`src/rtl/cycle_trace_monitor.sv`:
```
// rtl/cycle_trace_monitor.sv - run-control and cycle-stamped circular trace buffer; optional CHANGE_ONLY_EN
module cycle_trace_monitor #(
    parameter int NUM_CH     = 6,
    parameter int DATA_W     = 32,
    parameter int DEPTH      = 8,
    parameter int CNT_W      = 8,
    parameter int MAX_CYCLES = 5
) (
    input  logic                       clk,
    input  logic                       rst_n,
    input  logic                       start,
    input  logic [NUM_CH*DATA_W-1:0]   watch_data,
    input  logic                       rd_en,
    input  logic [$clog2(DEPTH)-1:0]   rd_addr,
    output logic [NUM_CH*DATA_W-1:0]   rd_data,
    output logic [CNT_W-1:0]           rd_cycle,
    output logic                       rd_valid,
    output logic                       busy,
    output logic                       done,
    output logic [CNT_W-1:0]           cycle_cnt,
    output logic [$clog2(DEPTH):0]     entries,
    output logic                       overflow
);
    localparam int AW = $clog2(DEPTH);
    localparam int W  = NUM_CH * DATA_W;

    if (DEPTH < 2 || (DEPTH & (DEPTH - 1)) != 0 || MAX_CYCLES < 1 || MAX_CYCLES > 2**CNT_W - 1) begin : g_param_check
        $error("cycle_trace_monitor: illegal DEPTH or MAX_CYCLES");
    end

    typedef enum logic [1:0] {S_IDLE, S_RUN, S_DONE} state_t;
    state_t state, state_nxt;

    logic [W-1:0]     buf_data [DEPTH];
    logic [CNT_W-1:0] buf_cyc  [DEPTH];
    logic [AW-1:0]    wr_ptr;
    logic [AW-1:0]    oldest;
    logic [AW-1:0]    phys;
    logic             rd_hit;
    logic             start_acc;
    logic             last_cap;
    logic             capture;

`ifdef CHANGE_ONLY_EN
    logic [W-1:0] last_sample;

    always_ff @(posedge clk) begin
        if (!rst_n)
            last_sample <= '0;
        else if (capture)
            last_sample <= watch_data;
    end
`endif

    always_comb begin
        start_acc = start && (state != S_RUN);
        last_cap  = (state == S_RUN) && (cycle_cnt == CNT_W'(MAX_CYCLES));
`ifdef CHANGE_ONLY_EN
        // entries==0 marks the first RUN cycle, which always captures
        capture   = (state == S_RUN) && ((entries == '0) || (watch_data != last_sample));
`else
        capture   = (state == S_RUN);
`endif
        state_nxt = state;
        case (state)
            S_IDLE, S_DONE: if (start)    state_nxt = S_RUN;
            S_RUN:          if (last_cap) state_nxt = S_DONE;
            default:                      state_nxt = S_IDLE;
        endcase
    end

    always_ff @(posedge clk) begin
        if (!rst_n)
            state <= S_IDLE;
        else
            state <= state_nxt;
    end

    assign busy = (state == S_RUN);
    assign done = (state == S_DONE);

    always_ff @(posedge clk) begin
        if (!rst_n) begin
            cycle_cnt <= '0;
            wr_ptr    <= '0;
            entries   <= '0;
            overflow  <= 1'b0;
        end else if (start_acc) begin
            cycle_cnt <= CNT_W'(1);
            wr_ptr    <= '0;
            entries   <= '0;
            overflow  <= 1'b0;
        end else if (state == S_RUN) begin
            cycle_cnt <= cycle_cnt + CNT_W'(1);
            if (capture) begin
                wr_ptr <= wr_ptr + AW'(1);
                if (entries == (AW+1)'(DEPTH))
                    overflow <= 1'b1;
                else
                    entries  <= entries + (AW+1)'(1);
            end
        end
    end

    // Trace RAM is deliberately left uninitialised; reset only blocks the write
    always_ff @(posedge clk) begin
        if (rst_n && capture) begin
            buf_data[wr_ptr] <= watch_data;
            buf_cyc[wr_ptr]  <= cycle_cnt;
        end
    end

    assign oldest = overflow ? wr_ptr : '0;
    assign phys   = oldest + rd_addr;
    assign rd_hit = ({1'b0, rd_addr} < entries);

    always_ff @(posedge clk) begin
        if (!rst_n) begin
            rd_valid <= 1'b0;
            rd_data  <= '0;
            rd_cycle <= '0;
        end else if (rd_en) begin
            rd_valid <= rd_hit;
            rd_data  <= rd_hit ? buf_data[phys] : '0;
            rd_cycle <= rd_hit ? buf_cyc[phys]  : '0;
        end else begin
            rd_valid <= 1'b0;
        end
    end
endmodule
```
`config.mk`:
```
export PLATFORM = sky130hd
export DESIGN_NAME = cycle_trace_monitor
export DESIGN_NICKNAME = d
export VERILOG_FILES = /design/src/rtl/cycle_trace_monitor.sv
export SDC_FILE = /design/constraint.sdc
export NUM_CORES = 2
export LEC_CHECK = 0
export ABC_AREA = 1
export ABC_CLOCK_PERIOD_IN_PS = 28300
export CAP_MARGIN = 5
export CORE_UTILIZATION = 55
export DETAILED_ROUTE_END_ITERATION = 6
export PLACE_DENSITY_LB_ADDON = 0.12
export SLEW_MARGIN = 10
export SYNTH_ARGS = -nofsm -noshare
export SYNTH_HDL_FRONTEND = slang
export SYNTH_SLANG_ARGS = --single-unit
```
`constraint.sdc`:
```
create_clock -name clk -period 28.3 [get_ports clk]
set_input_delay 4.245 -clock clk [delete_from_list [all_inputs] [get_ports clk]]
set_output_delay 4.245 -clock clk [all_outputs]
set_load 0.1 [all_outputs]
```
==> summary.txt <==
Timing
  – Min Tclk post-route: between 8 and 9 ns
  – Total negative slack: 0 ns
  – Clock Skew: a little over 0.03 ns
  – Final period util: between 20 and 30%
  – Worst-margin pin slew: roughly 1.7 ns
  – Setup-failing EPs final: 0
  – Final Hold Vio Count: 0
  – Max_slew headroom: -15.4%
  – Max Freq: between 100 and 150 MHz
  – RSZ-0062 raised after global routing: no
  – Slew Limit Fails: between 150 and 200

Global route
  – Global Route Usage Sum: 26.2%
  – Vias in the first global route: about 44000
  – Congestion Overflow GR: 0
  – First-pass GRT wire length: ~260000 um
  – Initial antenna violation count: 31
  – Largest net degree at the start of global routing: between 200 and 300

Synth
  – Syn nets: roughly 6300
  – Syn. warnings: 0
  – Netlist cell types: 27
  – Mean Syn Cell Area: 11.5 sq um
  – Synth Instances: 6123
  – Synthesized area: about 70000 sq um
  – Register area share after synthesis: 74.4%
  – #FFs+latches synth: 1819

Worst setup path
  – Critical path launch point type: input port
  – Crit path DAT: about 8.6 ns
  – Max stage delay cell, worst path: clkdlybuf4s50_1
  – Endpoint class of the critical path: flip-flop
  – Worst path max stage delay: 0.91 ns
  – Most frequent cell on the critical path: buf_4
  – WP depth: 7
  – Crit-path cells: clkdlybuf4s50_1, inv_1, nor2_1, nand2_1, nor2_4, buf_4, buf_4
  – CP delay by family, top: buffers and inverters
  – Worst Path Max Fanout: 48
  – Worst r2r path cells: 12
  – Buf/Inv on CP: 4
  – WP data required: roughly 29 ns
  – Critical path type: input port to flip-flop

Final layout
  – Fin nets: ~6600
  – Synth-to-Final Area Change: 15.8%
  – Area of the multi-input gates: roughly 16000 sq um
  – Commonest non-fill, non-tap cell in the layout: nand2_1
  – Utilization after layout: between 60% and 70%
  – Commonest non-fill, non-tap cells in the layout: nand2_1 (2502), edfxtp_1 (1600), nand3_1 (893), clkdlybuf4s50_1 (412), nor2_1 (308)
  – FF+latch area: approximately 52000 sq um
  – Fill cells: about 9500
  – Share of layout cells above drive strength 1: under 10%

Floorplan
  – Die area: roughly 130000 sq um
  – Cell Rows: 130
  – DIE HEIGHT: approximately 360 um
  – Initial Utilization: approximately 56%
  – Io pins: just over 400
  – Total core area: 126000 sq um
  – Die width: around 360 um

Pwr
  – Sw Ratio: between 20% and 30%
  – Comb power frac: 7.0%
  – Psw: roughly 1.3 mW
  – Peak VDD IR: around 0.060 mV
  – Lkg Pwr: around 30 nW
  – Sequential share of power: between 50% and 60%
  – Internal power: between 4 and 5 mW
  – Clock share of power: roughly two fifths
  – Pwr Density: 70.2 nW/um^2

Drt
  – Drt first pass iters: 6
  – Routed vias: 45198
  – WL final: between 150000 and 200000 um
  – DR WL/cell: a little over 20 um
  – Vias/cell: approximately 5.5
  – DRC viols: 0
  – Initial drt markers: around 4200
  – Antenna viol nets, final: 0

Clocking
  – CTS tree: yes
  – Worst-path clk slew: ~0.06 ns
  – Clock Sinks: around 1800
  – Clock Path Buffers: 3
  – Clock latency on the worst-skew pair: ~0.8 ns
  – Hold buffer count at cts: 0
  – H-tree depth: 4
  – CTS root buffer: clkbuf_16
  – # resized after CTS: 0
  – TritonCTS Buffers: between 150 and 200
  – Post-CTS Setup Inserts: 0

Worst hold path
  – HP Class: flip-flop to flip-flop
  – Hold Path Depth: 2

Flow run
  – Max-cap violations: 0

Status
  – Status: complete, but fails checks
  – Failing checks: max-slew violations

Placed design
  – # port buffers: between 400 and 500
  – Post-DP HPWL: 83100 um
  – RD Place Congestion: about 0.76
## synth_stat cells
cell	number	area share, %
ha_1	8	0.14
and3_1	1	0.0089
a31oi_1	2	0.018
nand2_1	2503	13
nor3_1	3	0.021
nor2_4	1	0.016
a21oi_1	8	0.057
inv_2	1	0.0053
xor2_1	2	0.025
fa_1	1	0.028
inv_4	1	0.0089
edfxtp_1	1600	68
nand4_1	3	0.027
clkbuf_1	53	0.28
buf_6	1	0.016
a21oi_2	1	0.012
nor2_1	317	1.7
or2_2	8	0.071
buf_1	16	0.085
o31ai_1	2	0.021
buf_4	16	0.17
o21a_1	1	0.011
nand3_1	893	6.3
inv_1	48	0.26
dfxtp_1	219	6.2
buf_2	270	1.9
o21ai_0	144	1.0
## worst paths after layout
| kind | startpoint | endpoint | slack, ns |
|---|---|---|---|
| setup / recovery | rst_n | buf_data[4][81] | 20.09 |
| hold / removal | rd_data[149] | rd_data[149] | 0.45 |
| hold reg to reg | rd_data[149] | rd_data[149] | 0.45 |
| setup reg to reg | wr_ptr[0] | rd_data[70] | 23.51 |
## final cells by class
cell class,count,area share (%)
diodes,20,0.0614
clock buffers,259,6.32
clock inverters,83,0.928
inverters,50,0.268
multi-input cells,3898,19.9
flip-flops and latches,1819,64.3
well taps,1650,2.53
repair buffers,470,5.75
## state kept, by name (all words and copies together), names as in the netlist
name       cells
overflow       1
wr_ptr         3
rd_data      192
buf_data    1536
buf_cyc       64
state          2
rd_cycle       8
entries        4
cycle_cnt      8
rd_valid       1
## kinds of logic after synthesis
group,synth area share (%)
simple gates,21.5
flops,74.4
buf+inv,2.74
compound gates,1.14
fa+ha+maj,0.170
xor+xnor,0.0249
## power groups by stage
stage	clock, mW	combinational, mW	sequential [mW]
3_5_place_dp	0	0.403	3.02
2_1_floorplan	0	0.169	3.12
5_1_grt	2.50	0.435	2.97
3_3_place_gp	0	0.398	3.02
6_report	2.36	0.402	2.97
4_1_cts	2.39	0.405	2.97
## routing by layer
layer  wire (um)  vias up  GRT usage (%)
met2       82900     1445           43.4
met5         184        -              0
li1            -    21537              -
met3       13400      265           5.82
met1       70200    21921           34.7
met4        3750       30           8.22
## per-stage QoR
stage | instance area [sq um] | worst slack [ns] | hold slack (ns) | power (mW) | std cells
global route | 81500 | 19.87 | 0.464 | 5.90 | 8241
CTS | 81500 | 20.06 | 0.451 | 5.76 | 8229
finish | 81600 | 20.09 | 0.449 | 5.73 | 8249
global placement | 75600 | 19.24 | 0.436 | 3.42 | 7887
floorplan | 70500 | 14.51 | 0.442 | 3.29 | 6123
detailed placement | 75600 | 19.21 | 0.438 | 3.43 | 7887
## worst reg2reg max path: stages, from the launching register on
cell     delay [ns]
dfxtp_1        0.39
nand2_1        0.10
inv_1          0.06
ha_4           0.76
buf_4          0.97
buf_4          0.79
buf_12         0.55
nor2_1         0.50
o21ai_0        0.20
nand3_1        0.11
nand2_1        0.16
nand2_1        0.07
nand2_1        0.09
No activity file was read; power rests on OpenSTA's default activity.
